==> src/rtl/cgra_config_pkg.sv <==
// Shared types for the CGRA configuration streamer.
// Holds the FSM state enum, the default entry layout and default widths.
package cgra_config_pkg;

  localparam int ADDR_W_DEF = 32;
  localparam int DATA_W_DEF = 32;
  localparam int DEPTH_DEF  = 16;
  localparam int CNT_W_DEF  = 16;

  typedef enum logic [2:0] {
    IDLE,
    FETCH,
    WRITE,
    RD_REQ,
    RD_WAIT,
    GAP,
    DONE
  } state_t;

  typedef struct packed {
    logic                  last;
    logic [ADDR_W_DEF-1:0] addr;
    logic [DATA_W_DEF-1:0] data;
  } entry_t;

endpackage

==> src/rtl/cgra_config_loader_if.sv <==
// Valid/ready stream of (addr, data, last) config words.
// master: host side driving words; slave: loader accepting them.
interface cgra_config_loader_if #(
  parameter int ADDR_W = 32,
  parameter int DATA_W = 32
);
  logic              s_valid_in;
  logic              s_ready_out;
  logic [ADDR_W-1:0] s_addr_in;
  logic [DATA_W-1:0] s_data_in;
  logic              s_last_in;

  modport master (
    output s_valid_in,
    output s_addr_in,
    output s_data_in,
    output s_last_in,
    input  s_ready_out
  );

  modport slave (
    input  s_valid_in,
    input  s_addr_in,
    input  s_data_in,
    input  s_last_in,
    output s_ready_out
  );
endinterface

==> src/rtl/cgra_config_fifo.sv <==
// Synchronous FIFO, power-of-two DEPTH, registered full/empty flags.
// Ports: clk/rst, push/din, pop/dout (head word), full, empty.
module cgra_config_fifo #(
  parameter int WIDTH = 65,
  parameter int DEPTH = 16
) (
  input  logic             clk,
  input  logic             rst,
  input  logic             push,
  input  logic [WIDTH-1:0] din,
  input  logic             pop,
  output logic [WIDTH-1:0] dout,
  output logic             full,
  output logic             empty
);
  localparam int AW = $clog2(DEPTH);

  logic [WIDTH-1:0] mem [DEPTH];
  logic [AW-1:0]    wr_ptr;
  logic [AW-1:0]    rd_ptr;
  logic [AW:0]      count;
  logic [AW:0]      count_nxt;
  logic             do_push;
  logic             do_pop;

  assign do_push = push && !full;
  assign do_pop  = pop && !empty;
  assign dout    = mem[rd_ptr];

  always_comb begin
    count_nxt = count;
    unique case ({do_push, do_pop})
      2'b10:   count_nxt = count + (AW+1)'(1);
      2'b01:   count_nxt = count - (AW+1)'(1);
      default: count_nxt = count;
    endcase
  end

  always_ff @(posedge clk) begin
    if (do_push) mem[wr_ptr] <= din;
  end

  always_ff @(posedge clk or posedge rst) begin
    if (rst) begin
      wr_ptr <= '0;
      rd_ptr <= '0;
      count  <= '0;
      full   <= 1'b0;
      empty  <= 1'b1;
    end else begin
      if (do_push) wr_ptr <= wr_ptr + AW'(1);
      if (do_pop)  rd_ptr <= rd_ptr + AW'(1);
      count <= count_nxt;
      full  <= (count_nxt == (AW+1)'(DEPTH));
      empty <= (count_nxt == '0);
    end
  end
endmodule

==> src/rtl/cgra_config_loader.sv <==
// Streams buffered config words onto the CGRA config port.
// Ports: clk_in/reset_in, stream slave s, start/verify, cfg bus, status.
module cgra_config_loader
  import cgra_config_pkg::*;
#(
  parameter int ADDR_W     = ADDR_W_DEF,
  parameter int DATA_W     = DATA_W_DEF,
  parameter int DEPTH      = DEPTH_DEF,
  parameter int GAP_CYCLES = 0,
  parameter int READ_LAT   = 2,
  parameter int CNT_W      = CNT_W_DEF
) (
  input  logic              clk_in,
  input  logic              reset_in,
  cgra_config_loader_if.slave s,
  input  logic              start_in,
  input  logic              verify_en_in,
  output logic [ADDR_W-1:0] cfg_addr_out,
  output logic [DATA_W-1:0] cfg_data_out,
  output logic              cfg_we_out,
  output logic              cfg_re_out,
  input  logic [DATA_W-1:0] cfg_rdata_in,
  output logic              busy_out,
  output logic              done_out,
  output logic [CNT_W-1:0]  word_count_out,
  output logic [CNT_W-1:0]  err_count_out
);
  localparam int EW = 1 + ADDR_W + DATA_W;
  localparam logic [7:0] GAP_LOAD =
    8'(GAP_CYCLES > 0 ? GAP_CYCLES - 1 : 0);
  localparam logic [7:0] WAIT_LOAD = 8'(READ_LAT - 1);

  state_t          state;
  state_t          after_wr;
  state_t          gap_exit;
  logic            enter_done;
  logic            last_q;
  logic            vfy_q;
  logic [7:0]      gap_cnt;
  logic [7:0]      wait_cnt;
  logic [EW-1:0]   head;
  logic            fifo_full;
  logic            fifo_empty;
  logic            pop;

  assign s.s_ready_out = !fifo_full;
  assign pop = (state == FETCH) && !fifo_empty;

  cgra_config_fifo #(
    .WIDTH (EW),
    .DEPTH (DEPTH)
  ) u_fifo (
    .clk   (clk_in),
    .rst   (reset_in),
    .push  (s.s_valid_in && s.s_ready_out),
    .din   ({s.s_last_in, s.s_addr_in, s.s_data_in}),
    .pop   (pop),
    .dout  (head),
    .full  (fifo_full),
    .empty (fifo_empty)
  );

  // Where a finished word goes next, and whether that lands in DONE
  // this cycle (bus is zeroed and status flips on that same edge).
  always_comb begin
    gap_exit = last_q ? DONE : FETCH;
    after_wr = (GAP_CYCLES > 0) ? GAP : gap_exit;
    if ((state == WRITE && !vfy_q) ||
        (state == RD_WAIT && wait_cnt == 8'd0))
      enter_done = (after_wr == DONE);
    else
      enter_done = (state == GAP) &&
                   (gap_cnt == 8'd0) && last_q;
  end

  always_ff @(posedge clk_in or posedge reset_in) begin
    if (reset_in) begin
      state          <= IDLE;
      cfg_addr_out   <= '0;
      cfg_data_out   <= '0;
      cfg_we_out     <= 1'b0;
      cfg_re_out     <= 1'b0;
      busy_out       <= 1'b0;
      done_out       <= 1'b0;
      word_count_out <= '0;
      err_count_out  <= '0;
      last_q         <= 1'b0;
      vfy_q          <= 1'b0;
      gap_cnt        <= '0;
      wait_cnt       <= '0;
    end else begin
      cfg_we_out <= 1'b0;
      cfg_re_out <= 1'b0;
      unique case (state)
        IDLE, DONE: begin
          if (start_in) begin
            word_count_out <= '0;
            err_count_out  <= '0;
            done_out       <= 1'b0;
            busy_out       <= 1'b1;
            vfy_q          <= verify_en_in;
            state          <= FETCH;
          end
        end
        FETCH: begin
          if (!fifo_empty) begin
            last_q       <= head[EW-1];
            cfg_addr_out <= head[EW-2:DATA_W];
            cfg_data_out <= head[DATA_W-1:0];
            cfg_we_out   <= 1'b1;
            state        <= WRITE;
          end
        end
        WRITE: begin
          if (word_count_out != '1)
            word_count_out <= word_count_out + CNT_W'(1);
          gap_cnt <= GAP_LOAD;
          if (vfy_q) begin
            cfg_re_out <= 1'b1;
            state      <= RD_REQ;
          end else begin
            state <= after_wr;
          end
        end
        RD_REQ: begin
          wait_cnt <= WAIT_LOAD;
          state    <= RD_WAIT;
        end
        RD_WAIT: begin
          if (wait_cnt == 8'd0) begin
            if (cfg_rdata_in != cfg_data_out &&
                err_count_out != '1)
              err_count_out <= err_count_out + CNT_W'(1);
            gap_cnt <= GAP_LOAD;
            state   <= after_wr;
          end else begin
            wait_cnt <= wait_cnt - 8'd1;
          end
        end
        GAP: begin
          if (gap_cnt == 8'd0) state <= gap_exit;
          else gap_cnt <= gap_cnt - 8'd1;
        end
        default: state <= IDLE;
      endcase
      if (enter_done) begin
        cfg_addr_out <= '0;
        cfg_data_out <= '0;
        done_out     <= 1'b1;
        busy_out     <= 1'b0;
      end
    end
  end
endmodule

==> src/flat_wrapper.sv <==
// flat-port wrapper written by rule: the top's interface ports become plain ports
module cgra_config_loader_flat import cgra_config_pkg::*;
#(
  parameter int ADDR_W     = ADDR_W_DEF,
  parameter int DATA_W     = DATA_W_DEF,
  parameter int DEPTH      = DEPTH_DEF,
  parameter int GAP_CYCLES = 0,
  parameter int READ_LAT   = 2,
  parameter int CNT_W      = CNT_W_DEF
)
  (clk_in, reset_in, start_in, verify_en_in, cfg_addr_out, cfg_data_out, cfg_we_out, cfg_re_out, cfg_rdata_in, busy_out, done_out, word_count_out, err_count_out, s_s_valid_in, s_s_addr_in, s_s_data_in, s_s_last_in, s_s_ready_out);
  cgra_config_loader_if #(.ADDR_W(ADDR_W), .DATA_W(DATA_W)) s_i ();
  input  logic clk_in;
  input  logic reset_in;
  input  logic start_in;
  input  logic verify_en_in;
  output logic [ADDR_W-1:0] cfg_addr_out;
  output logic [DATA_W-1:0] cfg_data_out;
  output logic cfg_we_out;
  output logic cfg_re_out;
  input  logic [DATA_W-1:0] cfg_rdata_in;
  output logic busy_out;
  output logic done_out;
  output logic [CNT_W-1:0] word_count_out;
  output logic [CNT_W-1:0] err_count_out;
  input wire logic [$bits(s_i.s_valid_in)-1:0] s_s_valid_in;
  input wire logic [$bits(s_i.s_addr_in)-1:0] s_s_addr_in;
  input wire logic [$bits(s_i.s_data_in)-1:0] s_s_data_in;
  input wire logic [$bits(s_i.s_last_in)-1:0] s_s_last_in;
  output wire logic [$bits(s_i.s_ready_out)-1:0] s_s_ready_out;
  assign s_i.s_valid_in = s_s_valid_in;
  assign s_i.s_addr_in = s_s_addr_in;
  assign s_i.s_data_in = s_s_data_in;
  assign s_i.s_last_in = s_s_last_in;
  assign s_s_ready_out = s_i.s_ready_out;
  cgra_config_loader #(.ADDR_W(ADDR_W), .DATA_W(DATA_W), .DEPTH(DEPTH), .GAP_CYCLES(GAP_CYCLES), .READ_LAT(READ_LAT), .CNT_W(CNT_W)) u_core (.clk_in(clk_in), .reset_in(reset_in), .s(s_i), .start_in(start_in), .verify_en_in(verify_en_in), .cfg_addr_out(cfg_addr_out), .cfg_data_out(cfg_data_out), .cfg_we_out(cfg_we_out), .cfg_re_out(cfg_re_out), .cfg_rdata_in(cfg_rdata_in), .busy_out(busy_out), .done_out(done_out), .word_count_out(word_count_out), .err_count_out(err_count_out));
endmodule
==> config.mk <==
export PLATFORM = sky130hd
export DESIGN_NAME = cgra_config_loader_flat
export DESIGN_NICKNAME = d
export VERILOG_FILES = /design/src/rtl/cgra_config_pkg.sv /design/src/rtl/cgra_config_loader_if.sv /design/src/rtl/cgra_config_fifo.sv /design/src/rtl/cgra_config_loader.sv /design/src/flat_wrapper.sv
export SDC_FILE = /design/constraint.sdc
export NUM_CORES = 1
export LEC_CHECK = 0
export CAP_MARGIN = 20
export CORE_UTILIZATION = 45
export CTS_CLUSTER_SIZE = 30
export DETAILED_ROUTE_END_ITERATION = 10
export HOLD_SLACK_MARGIN = 0.08
export SYNTH_ARGS = -nofsm -noshare
export SYNTH_HDL_FRONTEND = slang
export SYNTH_SLANG_ARGS = --single-unit
export TNS_END_PERCENT = 5
==> constraint.sdc <==
create_clock -name clk_in -period 4.76 [get_ports clk_in]
set_input_delay 0.476 -clock clk_in [delete_from_list [all_inputs] [get_ports clk_in]]
set_output_delay 0.476 -clock clk_in [all_outputs]
set_load 0.1 [all_outputs]
==> impl_metrics.toml <==
[cts]
clockBufferDepth = 3
cts.htree.levels = 3
cts.sinks = 1176
cts_resized = 0
cts_hold_buf = 0
cts_tree = "built"
numCtsBuffers = 117
cts_root_buffer = "clkbuf_16"
insertion_delay_ns = 0.70
post_cts_buffers = 0
clkTransAtPathRegs_ns = 0.07

[worst_setup_path]
cp.arrival_ns = 2.65
crit_family = "buffers and inverters"
cp-start-kind = "register"
worstSetupPathType = "reg2out"
path_cells = "clkdlybuf4s50_1"
crit_required_ns = 4.28
end_kind = "output pin"
crit_fanout = 3
max_stage_delay_ns = 1.25
path_buf_inv = 1
crit_slowest_cell = "clkdlybuf4s50_1"

[route]
vias = 23257
antenna_left = 0
drt_pre_antenna_iters = 7
wl_met2_um = 52400
viasPerCell = 6.00
drc = 0
finalWirelength_um = 109000
drtIter0Drc = 2409
met1Wirelength_um = 46400
dr_wl_met3_um = 8040
top_layer = "met5"
avgRoutedWirePerCell_um = 28.1

[logic_synthesis]
synth-async-reset-ratio = 0.116
netlist_area_mm2 = 0.0453
syn_nets = 2340
synth_top_area_frac = 0.689
synth_cell_types = 59
avgSynthCellArea_um2 = 20.4
synth.most_common_cell = "edfxtp_1"
synth_cells = 2227
ys.warnings.count = 0
synth_top_area_cell = "edfxtp_1"
synth_common_cells = "1,040 x edfxtp_1, 261 x mux4_2, 135 x dfrtp_1, 112 x nand2_1, 76 x clkbuf_1"
synth_top_flop_cell = "edfxtp_1"
ys_seq_elements = 1176
synth_edf_count = 1040
synth_area_leaders = "edfxtp_1 69%, mux4_2 13%, dfrtp_1 7.5%"
ys_seq_area_frac = 0.764

[flow_run]
cap_violations = 0

[place]
portBuffers = 202
hpwl_um = 64600
finalWeightedCongestion = 0.819

[timing]
period_needed_ns = 3.12
tightest_slew_ns = 1.10
hold_viol = 0
slew_headroom = 0.263
rsz0062_at_grt = "false"
fin_crit_sh = 0.656
drv_slew = 0
fmax_ghz = 0.320
holdWs_ns = 0.360
fin_setup_tns_ns = 0
finClkSkew_ns = 0.0307
setup_violations = 0

[grt]
grt_start_max_net_pins = 93
track_usage = 0.215
grt_pass1_wl_um = 161000
antenna_found_initial = 4
overflow = 0
grt_pass1_vias = 23809

[die]
dieArea_mm2 = 0.102
io_pins = 203
fp.dieH_um = 319
coreArea_mm2 = 0.100
core.rowCount = 116
start_util = 0.453
die_w_um = 319

[pwr]
p_per_area_mw_per_mm2 = 627
ir_drop_v = 0.000579
finalPower_mw = 33.2
leakage_nw = 17.2

[hold_path]
min_path_type = "in2async"

[cells_and_area]
drive_above_1_share = 0.204
num_antenna_cells = 0
syn_to_final_growth_pct = 16.6
fin_nets = 2596
fin_util = 0.529

[outcome]
outcome = "completed"
-- where the power goes --
part	total, mW	internal, mW	switching, mW
sequential	13.5	12.6	0.844
combinational	11.0	4.13	6.88
clock	8.69	4.87	3.82
total	33.2	21.6	11.5
-- logic make-up after synthesis --
family,synth area share
xor+xnor,0.0106
simple gates,0.0326
mux,0.131
fa+ha+maj,0.00304
compound gates,0.0453
buf+inv,0.0131
flops,0.764
-- state kept, by name (all words and copies together), names as in the netlist, 5 cells and up --
name                   flops
u_core.u_fifo.mem       1040
u_core.cfg_addr_out       32
u_core.cfg_data_out       32
u_core.err_count_out      16
u_core.word_count_out     16
u_core.gap_cnt             8
u_core.wait_cnt            8
u_core.u_fifo.count        5
-- worst paths after layout --
path,start,endpoint,slack (ns),cells past startpoint
min in group clk_in,verify_en_in,u_core.vfy_q,0.37,3
max reg2reg,u_core.u_fifo.full,u_core.u_fifo.mem[9][47],1.66,5
min reg2reg,u_core.u_fifo.count[4],u_core.u_fifo.count[4],0.49,1
max in group asynchronous,reset_in,u_core.cfg_data_out[8],3.49,3
min,reset_in,u_core.gap_cnt[3],0.36,2
max,u_core.cfg_data_out[30],cfg_data_out[30],1.64,1
-- layer usage --
metal	track usage	vias up
met5	0	-
met4	0.0542	8
met3	0.0470	143
met2	0.342	863
met1	0.303	12446
li1	-	9797
-- layout make-up --
type | count | area (µm²)
Inverter | 19 | 77.6
Clock buffer | 142 | 3090
Clock inverter | 71 | 499
Multi-Input combinational cell | 908 | 10200
Fill cell | 7705 | 47100
Sequential cell | 1176 | 34600
Tap cell | 1298 | 1620
Timing Repair Buffer | 261 | 2750
-- metrics by stage --
step | std cells | cell area [µm²] | setup WS (ns)
5_1_grt | 3875 | 52900 | 1.47
3_3_place_gp | 3661 | 49300 | 1.15
2_1_floorplan | 2227 | 45300 | 0.646
4_1_cts | 3875 | 52900 | 1.60
6_report | 3875 | 52900 | 1.64
3_5_place_dp | 3662 | 49300 | 1.02
-- cells in the final DEF (no fill, tap or decap), drive strengths merged, types with 6 or more instances in the layout --
cell           count
a21oi             20
a221oi            64
a22o              65
and2              20
and3               6
buf               59
clkbuf           142
clkdlybuf4s50    202
clkinv            59
dfrtp            135
edfxtp          1040
ha                11
inv               22
mux2i              7
mux4             261
nand2            113
nand2b             8
nand3             18
nand4             19
nor2              43
nor3              14
nor4               9
o211ai             6
o21ai             33
o22ai             65
o31ai              7
or3               13
or4               10
xnor2             47
xor2               8
Note: power is estimated with default switching activity, not from simulation.
==> RTL change 1: new RTL, same flow settings <==
The 7 states of `state_t` get a Gray code encoding in 3 bits.
--- a/src/rtl/cgra_config_pkg.sv
+++ b/src/rtl/cgra_config_pkg.sv
@@ -8,13 +8,13 @@
   localparam int CNT_W_DEF  = 16;
 
   typedef enum logic [2:0] {
-    IDLE,
-    FETCH,
-    WRITE,
-    RD_REQ,
-    RD_WAIT,
-    GAP,
-    DONE
+    IDLE    = 3'b000,
+    FETCH   = 3'b001,
+    WRITE   = 3'b011,
+    RD_REQ  = 3'b010,
+    RD_WAIT = 3'b110,
+    GAP     = 3'b111,
+    DONE    = 3'b101
   } state_t;
 
   typedef struct packed {
Function: same outputs for any inputs over 4 cycles, from zero or initial values and one cycle with reset_in high; so few cycles prove little.
==> RTL change 1 against the unedited design <==
Area after synthesis is 0.31% higher. Setup slack got worse by 0.48 ns. Largest power group unchanged. Wire length fell by 2.9%. Largest cell class unchanged. Sequential cell count is the same. Cell area is 0.87% higher. Power increased by 5.4%. Combinational power up 8%.
==> RTL change 1: results (changes against the unedited design) <==
[min_path] worst min-delay path class in -> async [unchanged]
[global_routing] met1 track utilization from global routing 0.302 [was 0.303]
[placement] DPL Wire Length 58600 µm [was 64600 µm]
[power] total leakage power 17.6 nW [was 17.2 nW]
[route] violation count after the first detailed-routing iteration 2192 [was 2409]
[route] wirelength, routed 106000 µm [was 109000 µm]
[global_routing] vias in the first global route 23360 [was 23809]
[finish] registers with the most flip-flops u_core.u_fifo.mem x1040, u_core.cfg_addr_out x32, u_core.cfg_data_out x32 [unchanged]
[synthesis] share of flip-flops with an asynchronous set or reset 0.116 [unchanged]
[clocking] Worst-Skew Late Latency 0.69 ns
[critical_path] WP data arrival 4.22 ns [was 2.65 ns]
[global_routing] GR met3 Demand/Resource 0.0348 [was 0.0470]
[synthesis] sequential-to-total area share from yosys stat 0.761 [was 0.764]
[clocking] Resize count post-CTS 0 [unchanged]
[finish] layout cells sized above 1 0.221 [was 0.204]
[clocking] post-CTS setup buffers 0 [unchanged]
[synthesis] flip-flop cell with the highest count after synthesis edfxtp_1 [unchanged]
[synthesis] Commonest cells post-synth edfxtp_1, mux4_2, dfrtp_1 [unchanged]
[critical_path] register-to-register setup slack 1.16 ns [was 1.66 ns]
[route] first drt pass iteration count 7 [unchanged]
[critical_path] CP max FO 40 [was 3]
[clocking] number of H-tree branching levels 3 [unchanged]
[global_routing] GRT met2 Usage 0.337 [was 0.342]
[power] Switching Fraction 0.349 [was 0.348]
[clocking] total clock buffers created by CTS 118 [was 117]
[placement] Buffers on Ports 202 [unchanged]
[clocking] CTS Root Cell clkbuf_16 [unchanged]
[synthesis] number of enable-type register cells in the synthesized netlist 1040 [unchanged]
[synthesis] yosys synthesis warning count 0 [unchanged]
[route] via density per instance 5.92 [was 6.00]
[synthesis] total nets after synthesis 2261 [was 2340]
[finish] fillcell total 7727 [was 7705]
[clocking] Clock Pin Slew Worst Setup and Hold Paths 0.07 ns [about the same]
[run_status] status finished clean [unchanged]
[global_routing] first-pass GRT wire length 158000 µm [was 161000 µm]
[timing] clock skew after layout 0.0219 ns [was 0.0307 ns]
[critical_path] count of cells along the worst register-to-register path 10 [was 5]
[placement] routability congestion estimate from global placement 0.777 [was 0.819]
[global_routing] antenna violations before repair 4 [unchanged]
[global_routing] pin count of the biggest net entering global routing 96 [was 93]
[finish] NumNets Final 2515 [was 2596]
[timing] Post-Route Hold Slack 0.336 ns [was 0.360 ns]
[power] Max rail drop VDD 465 µV [was 579 µV]
[timing] relative slew slack 0.272 [was 0.263]
[synthesis] count of different cell masters after synthesis 61 [was 59]
[synthesis] dominant cells by area after synthesis edfxtp_1, mux4_2, dfrtp_1 [unchanged]
[global_routing] Total Routing Usage GR 0.210 [was 0.215]
[clocking] maximum count of clock buffers along a single path 3 [unchanged]
-- RTL change 1: cell count changes after synthesis, moves of 8 or more --
| cell | unedited run | this run |
|---|---|---|
| o22ai_1 | 65 | 1 |
| nand2_1 | 112 | 52 |
| mux2i_1 | 7 | 53 |
| a221oi_1 | 64 | 26 |
| xor2_1 | 8 | 44 |
| xnor2_1 | 47 | 17 |
| mux4_2 | 261 | 284 |
| a22o_1 | 65 | 51 |
| a31oi_1 | 2 | 16 |
| a22oi_1 | 0 | 13 |
| o21ai_0 | 33 | 45 |
| buf_2 | 22 | 14 |
-- RTL change 1: per-stage QoR --
stage	cell area (µm²)	setup slack (ns)	std cells
floorplan	45500	0.646	2148
global placement	49400	1.34	3580
detailed placement	49400	1.17	3580
CTS	53300	1.15	3805
global route	53300	0.973	3805
finish	53300	1.16	3806
-- RTL change 1: kinds of logic after synthesis --
family | synth area share
AO/OA/AOI/OAI | 0.0336
XOR/XNOR | 0.0117
adder cells (fa/ha/maj) | 0.00303
buffers and inverters | 0.0116
flip-flops | 0.761
multiplexers | 0.153
AND/OR/NAND/NOR | 0.0255
-- RTL change 1: area by class of cell --
type / count / area, µm² / share of cell area
flip-flops and latches: 1176 / 34600 / 0.650
clock inverters: 68 / 661 / 0.0124
diodes: 1 / 2.50 / 0.0000469
inverters: 18 / 76.3 / 0.00143
multi-input cells: 842 / 10400 / 0.195
well taps: 1298 / 1620 / 0.0304
repair buffers: 246 / 2650 / 0.0497
clock buffers: 157 / 3300 / 0.0619
-- RTL change 1: power by group through the flow --
stage	clock (mW)	sequential, mW	combinational (mW)
global placement	0	13.8	11.9
detailed placement	0	13.9	12.0
finish	9.35	13.7	11.9
floorplan	0	15.8	6.32
global route	9.93	13.8	12.6
CTS	9.54	13.7	12.1
-- RTL change 1: path summary, 6_finish.rpt --
path,from,to
worst max-delay path,u_core.state[2],u_core.u_fifo.empty
worst min-delay path,reset_in,u_core.err_count_out[9]
worst max register to register,u_core.state[2],u_core.u_fifo.empty
worst min register to register,u_core.gap_cnt[6],u_core.gap_cnt[6]
max in group asynchronous,reset_in,u_core.cfg_addr_out[3]
min in group clk_in,verify_en_in,u_core.vfy_q
-- RTL change 1: layer usage --
metal / share of wire / vias up
met5: 0.00038 / -
met2: 0.49 / 779
met1: 0.43 / 12090
li1: - / 9505
met4: 0.016 / 6
met3: 0.062 / 135
-- RTL change 1: critical path, stage by stage, from the launching register on --
cell and delay (ns):
dfrtp_1 0.57, or4b_4 0.72, clkinv_2 0.47, nand2_1 0.25, xnor2_1 0.19, ha_1 0.21
a21oi_1 0.17, xnor2_1 0.20, a211oi_1 0.12, or4b_1 0.51, nor2_1 0.12
==> RTL change 2: new RTL, config.mk and constraints unchanged <==
Made on the original files. Change the package constant `CNT_W_DEF` from 16 to 12.
--- a/src/rtl/cgra_config_pkg.sv
+++ b/src/rtl/cgra_config_pkg.sv
@@ -5,7 +5,7 @@
   localparam int ADDR_W_DEF = 32;
   localparam int DATA_W_DEF = 32;
   localparam int DEPTH_DEF  = 16;
-  localparam int CNT_W_DEF  = 16;
+  localparam int CNT_W_DEF  = 12;
 
   typedef enum logic [2:0] {
     IDLE,
Ports: changed (resized err_count_out and word_count_out); port bits go from 203 to 195. No check against the original RTL was run, so the function may have changed too.
==> RTL change 2 against the unedited design <==
Cell area shrank 0.33%. Area after synthesis fell by 0.63%. Core utilization grew 0.44 points. Wire length is 6.2% lower. Sequential cell count down 8. Power up 0.55%. Setup slack worse by 0.62 ns. Clock power is 1% higher. First-iteration DRC count down 21%.
==> RTL change 2: results (changes against the unedited design) <==
[global_routing] Total Routing Usage GR 0.205 [was 0.215]
[critical_path] CP max FO 72 [was 3]
[synthesis] Commonest cells post-synth edfxtp_1, mux4_2, dfrtp_1 [unchanged]
[route] violation count after the first detailed-routing iteration 1892 [was 2409]
[synthesis] synthesized area divided by synthesized cell count 22.2 µm² [was 20.4 µm²]
[critical_path] WP data arrival 4.34 ns [was 2.65 ns]
[synthesis] share of flip-flops with an asynchronous set or reset 0.110 [was 0.116]
[synthesis] total nets after synthesis 2140 [was 2340]
[route] total number of vias 21364 [was 23257]
[finish] fillcell total 7484 [was 7705]
[placement] Buffers on Ports 194 [was 202]
[global_routing] vias in the first global route 22596 [was 23809]
[clocking] Clock Pin Slew Worst Setup and Hold Paths 0.07 ns [about the same]
[synthesis] sequential-to-total area share from yosys stat 0.764 [about the same]
[critical_path] cell with the largest stage delay on the worst path or4b_1 [was clkdlybuf4s50_1]
[timing] relative slew slack 0.233 [was 0.263]
[placement] routability congestion estimate from global placement 0.794 [was 0.819]
[clocking] total clock buffers created by CTS 116 [was 117]
[global_routing] antenna violations before repair 5 [was 4]
[power] Max rail drop VDD 360 µV [was 579 µV]
[finish] fin cells 3675 [was 3875]
[global_routing] pin count of the biggest net entering global routing 99 [was 93]
[route] routed wirelength normalized by instance count 27.8 µm [was 28.1 µm]
[power] total leakage power 17.1 nW [was 17.2 nW]
[finish] layout cells sized above 1 0.239 [was 0.204]
[global_routing] first-pass GRT wire length 153000 µm [was 161000 µm]
[placement] Place WS 1.02 ns [about the same]
[placement] standard cell area after detailed placement 0.0490 mm² [was 0.0493 mm²]
[run_status] status finished clean [unchanged]
[placement] DPL Wire Length 57800 µm [was 64600 µm]
[critical_path] worst stage delay on the critical path 0.71 ns [was 1.25 ns]
[timing] clock skew after layout 0.0334 ns [was 0.0307 ns]
## RTL change 2: changes by cell type in the layout (fill, tap and decap cells not counted), sizes merged, moves of 10 or more
cell,unedited run,this run
nand2,113,43
o22ai,65,1
xor2,8,36
mux4,261,325
clkbuf,142,166
nand4,19,9
clkinv,59,34
and2,20,4
a221oi,64,0
xnor2,47,21
## RTL change 2: final cells by class
type,count,share of cell area
tap,1287,0.0306
sequential,1168,0.654
clock inverter,49,0.00800
inverter,18,0.00161
multi-input combinational,736,0.194
clock buffer,166,0.0617
timing repair buffer,248,0.0507
antenna,3,0.000142
## RTL change 2: cells by family (layout without fill, tap and decap cells)
group                      after synthesis  in the layout  synth area share
DFF                                   1168           1168             0.764
muxes                                  331            331             0.164
and+or+nand+nor                        197            197            0.0227
AOI/OAI and AO/OA                      139            139            0.0227
buffers and inverters                  123            481            0.0119
xor gates and xnor gates                58             58            0.0116
adders and majority gates               11             11           0.00305
other                                    0              3                 0
## RTL change 2: routing by layer
metal	vias up	GRT usage	wire [µm]
li1	9045	-	-
met1	11623	0.288	44100
met2	543	0.337	51400
met3	145	0.0360	4980
met4	8	0.0463	1630
met5	-	0	51
## RTL change 2: path summary, 6_finish.rpt
check,depth (start not counted),slack [ns],end,from
max in group asynchronous,4,3.34,u_core.u_fifo.rd_ptr[2],reset_in
min reg2reg,1,0.49,u_core.done_out,u_core.done_out
max reg2reg,10,1.02,u_core.u_fifo.empty,u_core.state[0]
min,3,0.41,u_core.vfy_q,verify_en_in
max,10,1.02,u_core.u_fifo.empty,u_core.state[0]
min in group asynchronous,3,0.62,u_core.cfg_addr_out[7],reset_in
## RTL change 2: power by group
group,internal (mW),switching (mW),leakage [nW]
logic,4.56,6.27,4.25
clock network,5.06,3.76,1.78
registers,12.6,1.12,11.0
total,22.2,11.2,17.1
